File: src/rtl/sipo_deser_out_reg.sv
// Single-entry valid/ready holding register for completed words.
// Latency: load visible on dat_o/vld_o one cycle after the load edge.
// Backpressure: holds the word while rdy_i=0; load+drain in one cycle replaces the word with no bubble.
module sipo_out_reg #(
  parameter int WIDTH = 8
) (
  input  logic             clk,
  input  logic             rst,
  input  logic             load_i,
  input  logic [WIDTH-1:0] load_dat_i,
  input  logic             rdy_i,
  output logic [WIDTH-1:0] dat_o,
  output logic             vld_o
);

  logic [WIDTH-1:0] dat_q, dat_d;
  logic             vld_q, vld_d;

  // Next state: a load wins over a drain, so load+drain keeps the entry full with the new word.
  always_comb begin
    dat_d = dat_q;
    vld_d = vld_q;
    if (load_i) begin
      dat_d = load_dat_i;
      vld_d = 1'b1;
    end else if (vld_q && rdy_i) begin
      vld_d = 1'b0;
    end
  end

  // Output register with synchronous reset that clears both data and valid.
  always_ff @(posedge clk) begin
    if (rst) begin
      dat_q <= '0;
      vld_q <= 1'b0;
    end else begin
      dat_q <= dat_d;
      vld_q <= vld_d;
    end
  end

  assign dat_o = dat_q;
  assign vld_o = vld_q;

endmodule

File: src/rtl/sipo_deser.sv
// Serial-in/parallel-out deserializer: WIDTH bits per word, MSB- or LSB-first.
// Latency: completed word valid one cycle after the last bit is accepted.
// Backpressure: only the completing bit stalls, and only while the held word is not being taken.
module sipo_deser #(
  parameter int      WIDTH     = 8,
  parameter bit      MSB_FIRST = 1'b1,
  localparam int     CNT_W     = $clog2(WIDTH)
) (
  input  logic             clk,
  input  logic             rst,
  input  logic             s_bit,
  input  logic             s_valid,
  output logic             s_ready,
  input  logic             flush,
  output logic [WIDTH-1:0] m_data,
  output logic             m_valid,
  input  logic             m_ready,
  output logic [CNT_W-1:0] bit_cnt,
  output logic             busy
);

  if (WIDTH < 2) begin : g_width_chk
    $error("sipo_deser: WIDTH must be at least 2");
  end

  localparam logic [CNT_W-1:0] LAST_CNT = CNT_W'(WIDTH - 1);

  logic [WIDTH-1:0] shreg_q, shreg_d, shreg_nxt;
  logic [CNT_W-1:0] cnt_q, cnt_d;
  logic             accept;
  logic             last_bit;
  logic             complete;

  assign last_bit = (cnt_q == LAST_CNT);
  // The completing bit may only enter when the output slot is free or being drained this cycle.
  assign s_ready  = !(last_bit && m_valid && !m_ready);
  assign accept   = s_valid && s_ready;
  // A flush drops any bit offered in the same cycle, so it also cancels a completion.
  assign complete = accept && last_bit && !flush;

  // Shift the incoming bit in from the side matching the configured bit order.
  always_comb begin
    if (MSB_FIRST) begin
      shreg_nxt = {shreg_q[WIDTH-2:0], s_bit};
    end else begin
      shreg_nxt = {s_bit, shreg_q[WIDTH-1:1]};
    end
  end

  // Next state of the partial word: flush clears it, an accepted bit shifts and counts (wrapping on completion).
  always_comb begin
    shreg_d = shreg_q;
    cnt_d   = cnt_q;
    if (flush) begin
      shreg_d = '0;
      cnt_d   = '0;
    end else if (accept) begin
      shreg_d = shreg_nxt;
      cnt_d   = last_bit ? '0 : cnt_q + CNT_W'(1);
    end
  end

  // Shift register and bit counter state.
  always_ff @(posedge clk) begin
    if (rst) begin
      shreg_q <= '0;
      cnt_q   <= '0;
    end else begin
      shreg_q <= shreg_d;
      cnt_q   <= cnt_d;
    end
  end

  sipo_out_reg #(
    .WIDTH(WIDTH)
  ) u_out_reg (
    .clk       (clk),
    .rst       (rst),
    .load_i    (complete),
    .load_dat_i(shreg_nxt),
    .rdy_i     (m_ready),
    .dat_o     (m_data),
    .vld_o     (m_valid)
  );

  assign bit_cnt = cnt_q;
  assign busy    = (cnt_q != '0);

endmodule
File: config.mk
export PLATFORM = sky130hd
export DESIGN_NAME = sipo_deser
export DESIGN_NICKNAME = d
export VERILOG_FILES = /design/src/rtl/sipo_deser_out_reg.sv /design/src/rtl/sipo_deser.sv
export SDC_FILE = /design/constraint.sdc
export NUM_CORES = 1
export LEC_CHECK = 0
export ABC_AREA = 1
export BUFFER_PORTS_ARGS = -buffer_cell sky130_fd_sc_hd__buf_2
export CAP_MARGIN = 20
export CORE_MARGIN = 1.5
export CORE_UTILIZATION = 40
export CTS_CLUSTER_DIAMETER = 100
export DETAILED_ROUTE_END_ITERATION = 6
export PLACE_DENSITY = 0.63
export SLEW_MARGIN = 5
export SYNTH_ARGS = -nofsm -noshare
export SYNTH_HDL_FRONTEND = slang
export SYNTH_SLANG_ARGS = --single-unit
File: constraint.sdc
create_clock -name clk -period 3.9 [get_ports clk]
set_clock_uncertainty 0.1 [all_clocks]
set_input_delay 0.39 -clock clk [delete_from_list [all_inputs] [get_ports clk]]
set_output_delay 0.39 -clock clk [all_outputs]
set_load 0.01 [all_outputs]
# [Yosys cells after proc, flatten, opt, wreduce, memory -nomap -nowiden]
# Index checks and enable logic that the tools add are counted.
[totals] register_bits=19 elab_cells=21
[classes] add_sub_neg=1 n_eq_ne=1 muxes=3 n_reduce_logical=12
[op_table] op="1-bit logical AND" n=6
[op_table] op="3-bit by 1-bit adder with 3-bit output (second input constant)" n=1
[op_table] op="3-bit == test (second input constant)" n=1
[op_table] op="1-bit logical NOT" n=3
[op_table] op="3-bit two-way mux" n=1
[op_table] op="3-bit nonzero test" n=1
[op_table] op="1-bit two-way mux" n=2
[op_table] op="2-bit nonzero test" n=1
[op_table] op="2-bit OR reduction" n=1

# [Longest topological paths before layout]
[logic_depth] ltp_word=8 mapped_depth=8

# [Modules after synthesis]
# From an unflattened synthesis, not the netlist that was laid out.
[hier_totals] hier_cells=115 hier_area_um2=880.8
[by_module_without_submodules] module="sipo_deser" instances=1 cells_each=77 area_each_um2=576.8 seq_area_each_um2=200.2
[by_module_without_submodules] module="sipo_out_reg" instances=1 cells_each=38 area_each_um2=304.0 seq_area_each_um2=180.2

# [Worst setup path after synthesis]
# No wires, ideal clock.
[synth_path] path_type="reg2out" startpoint="reg cnt_q[0], in the netlist bit_cnt[0]" endpoint="out s_ready" arrival_time_ns=1.022 required_ns=3.410 slack_ns=2.388 stages_incl_launch_ff=5 path_buffers=1 path_cell_list="dfxtp_1 > ha_1 > ha_1 > nand3_1 > buf_2"
[synth_between] elab_chain_cells=4
[synth_lines] element="start, declared" line_no="sipo_deser.sv:29" rtl="logic [CNT_W-1:0] cnt_q, cnt_d;"
[synth_lines] element="start signal, assigned" line_no="sipo_deser.sv:70" rtl="cnt_q <= cnt_d;"
[synth_lines] element="3-bit == test" line_no="sipo_deser.sv:34" rtl="assign last_bit = (cnt_q == LAST_CNT);"
[synth_lines] element="1-bit logical AND (2 in series)" line_no="sipo_deser.sv:36" rtl="assign s_ready = !(last_bit && m_valid && !m_ready);"
[synth_lines] element="1-bit logical NOT" line_no="sipo_deser.sv:36"
[synth_lines] element="end, declared" line_no="sipo_deser.sv:13" rtl="output logic s_ready,"
# No other way between the ends.

# [Final worst setup path]
[layout_path] startpoint="reg cnt_q[1], in the netlist bit_cnt[1]" endpoint="out s_ready"
# The elaborated chain is that of the path after synthesis.

==> metrics <==
Hold WC Path Type in -> reg; Post-Syn Nets 137; GRT busiest layer met2; Syn. warnings 0; Power per Cell Area 299.2 mW/mm2; f_max 396.1 MHz; vias post-DR 782; Core Footprint 0.002212 mm2; Post-synth EDFFs 0; grt ovf 0; worst setup margin 1.376 ns; layout cells sized above 1 20.55%; syn avg cell area 7.273 um2; residual DRC count 0; slowest CP cell nand3_1; IO Pins 20; clk_lat worst skew 0.29 ns; unrepaired setup endpoints after global routing no; CP required 3.41 ns; power consumption 0.0003152 W; vias per inst 4.494; ant diodes 0; r2r setup slk 1.76 ns; met1 usage 19.42%; post-synthesis cell area 930.9 um2; largest net degree at the start of global routing 21; die width 51.24 um; Async S/R FF share, synth 0%; Max-Cap Viols 0; Avg WL per Cell 9.707 um; CP Launch Type flip-flop; Net Sw Frac 23.85%; reg2reg end shreg_q[2]; Crit Path Class reg -> out; reg2reg path depth 6; Bufs and invs on worst path 1; Detail Route Antenna Nets 0; Clk pwr share 30.9%; worst vdd ir 0.1560 mV; Crit path depth 4; Final Hold Viols 0; Net Switching 0.00007518 W; Synth Flop Type dfxtp_1; clock root buffer clkbuf_4; Critical Path End Type output pin; Post-CTS Repair Setup Buffers 0; router iterations before antenna repair 4; compound-cell area share of the yosys netlist 6.855%; Total GRT Usage 14.89%; Final Instance Area 0.001054 mm2; Multi-input gate area 399.1 um2; chip height 51.24 um; register bit total from synthesis 19; clock tree buffer depth 2; NumNets Final 156; largest family of logic cells by synthesized area simple AND/OR/NAND/NOR gates; period utilization 64.73%; CTS Buf Count 3; sequential power share 62.2%; # hold bufs at CTS 0; Mapped Cells 128; Critical Path Sink s_ready; post-synthesis sequential area ratio 40.86%; leakage 0.4878 nW; status completed; fin crit period 2.524 ns; GRT met3 Usage 2.632%; CTS sink count 19; mux share of post-synthesis cell area 0%; Synth cell types 19; Starting Density 42.08%; Clock transition at path regs 0.11 ns; Util after Layout 47.62%; GR Util met2 24.03%; vias in the first global route 700; adder-cell share of the synthesized area 4.032%; crit-path most repeated cell ha_1; post-synthesis to final-layout area growth 13.17%; IO Port Bufs 19; dpl ws 1.720 ns; largest stage delay on the critical path 0.62 ns; CP arrival 2.03 ns; Reg area 380.4 um2; Final setup violation count 0; Max-Slew Margin vs Limit 43.55%; DP HPWL 1.168 mm; worst r2r src bit_cnt[1]; logic gate share of total power 6.9%; Initial DRC Count 21; CTS tree done; dpl cell area 0.001026 mm2; CP top delay family simple AND/OR/NAND/NOR gates; crit-path max FO 20; Internal 0.0002401 W; die area 0.002626 mm2; first-pass GRT wire length 2.953 mm; Critical Path Start bit_cnt[1]; # fillers 246; H-tree depth 1; Worst Tran Pin Value 0.8443 ns; post-cts resize count 0; Total Wirelength 1.689 mm; Synth Area in XOR/XNOR 0%; crit path cell chain ha_1, ha_1, nand3_1, buf_2; Max Transition Viols Final 0; Cell Rows 17; Sum Neg Setup Slack 0 ns; RD Place Congestion 0.7015; initial antenna violation count 0; Synth Area in Simple Gates 31.99%
-- synth_stat cells, types with 2 or more instances --
| library cell | count | area, um2 |
|---|---|---|
| a21oi_1 | 11 | 55.05 |
| buf_4 | 2 | 15.01 |
| dfxtp_1 | 19 | 380.4 |
| ha_1 | 3 | 37.54 |
| inv_1 | 29 | 108.9 |
| inv_2 | 2 | 7.510 |
| nand2_1 | 27 | 101.4 |
| nand3_1 | 10 | 50.05 |
| nand4_1 | 8 | 50.05 |
| nor2_1 | 8 | 30.03 |
-- through the flow --
step / hold slack (ns) / instances
floorplan: 0.3387 / 128
global placement: 0.3503 / 170
detailed placement: 0.3620 / 170
CTS: 0.1535 / 174
global route: 0.1396 / 174
finish: 0.1626 / 174
-- sequential cells by signal, indices dropped and copies added, names as in the netlist --
signal,cells
bit_cnt,3
shreg_q,7
u_out_reg.vld_o,1
u_out_reg.dat_o,8
-- power by group through the flow --
stage	Combinational [W]	Clock, W	Sequential (W)
CTS	0.0000219	0.000104	0.000196
finish	0.0000217	0.0000975	0.000196
detailed placement	0.0000218	0	0.000200
floorplan	0.0000158	0	0.000201
global route	0.0000243	0.000113	0.000196
global placement	0.0000214	0	0.000200
-- layout make-up --
class	instances	share of cell area (%)
well taps	28	3.325
repair buffers	19	9.026
inverters	31	11.05
flip-flops and latches	19	36.10
clock inverters	1	0.4751
multi-input cells	73	37.89
clock buffers	3	2.138
-- layout by cell type (no fill, tap or decap), types with 3 or more instances in the layout --
master,Yosys,routed
nand2_1,27,27
clkbuf_4,0,3
nor2_1,8,8
nand4_1,8,8
dfxtp_1,19,19
ha_1,3,3
buf_2,1,19
inv_1,29,29
a21oi_1,11,11
nand3_1,10,10
-- how the worst min path moves through the flow --
stage               cells after the start  slack (ns)        from         endpoint
finish                                  2        0.16         rst  u_out_reg.vld_o
global route                            2        0.14         rst  u_out_reg.vld_o
CTS                                     2        0.15         rst  u_out_reg.vld_o
detailed placement                      2        0.36  shreg_q[6]       shreg_q[6]
global placement                        2        0.35  shreg_q[6]       shreg_q[6]
floorplan                               2        0.34  shreg_q[6]       shreg_q[6]
-- metal layers --
metal  share of wire, %  wire (um)
met4               0.71         12
met2                 45        764
met1                 50        840
met5                  0          0
met3                4.2         71
-- cells by family after synthesis --
kind of cell,count (synthesis)
and+or+nand+nor,58
buffers and inverters,36
AOI/OAI and AO/OA,12
DFF,19
adders and majority gates,3
No activity file was read; power rests on OpenSTA's default activity.
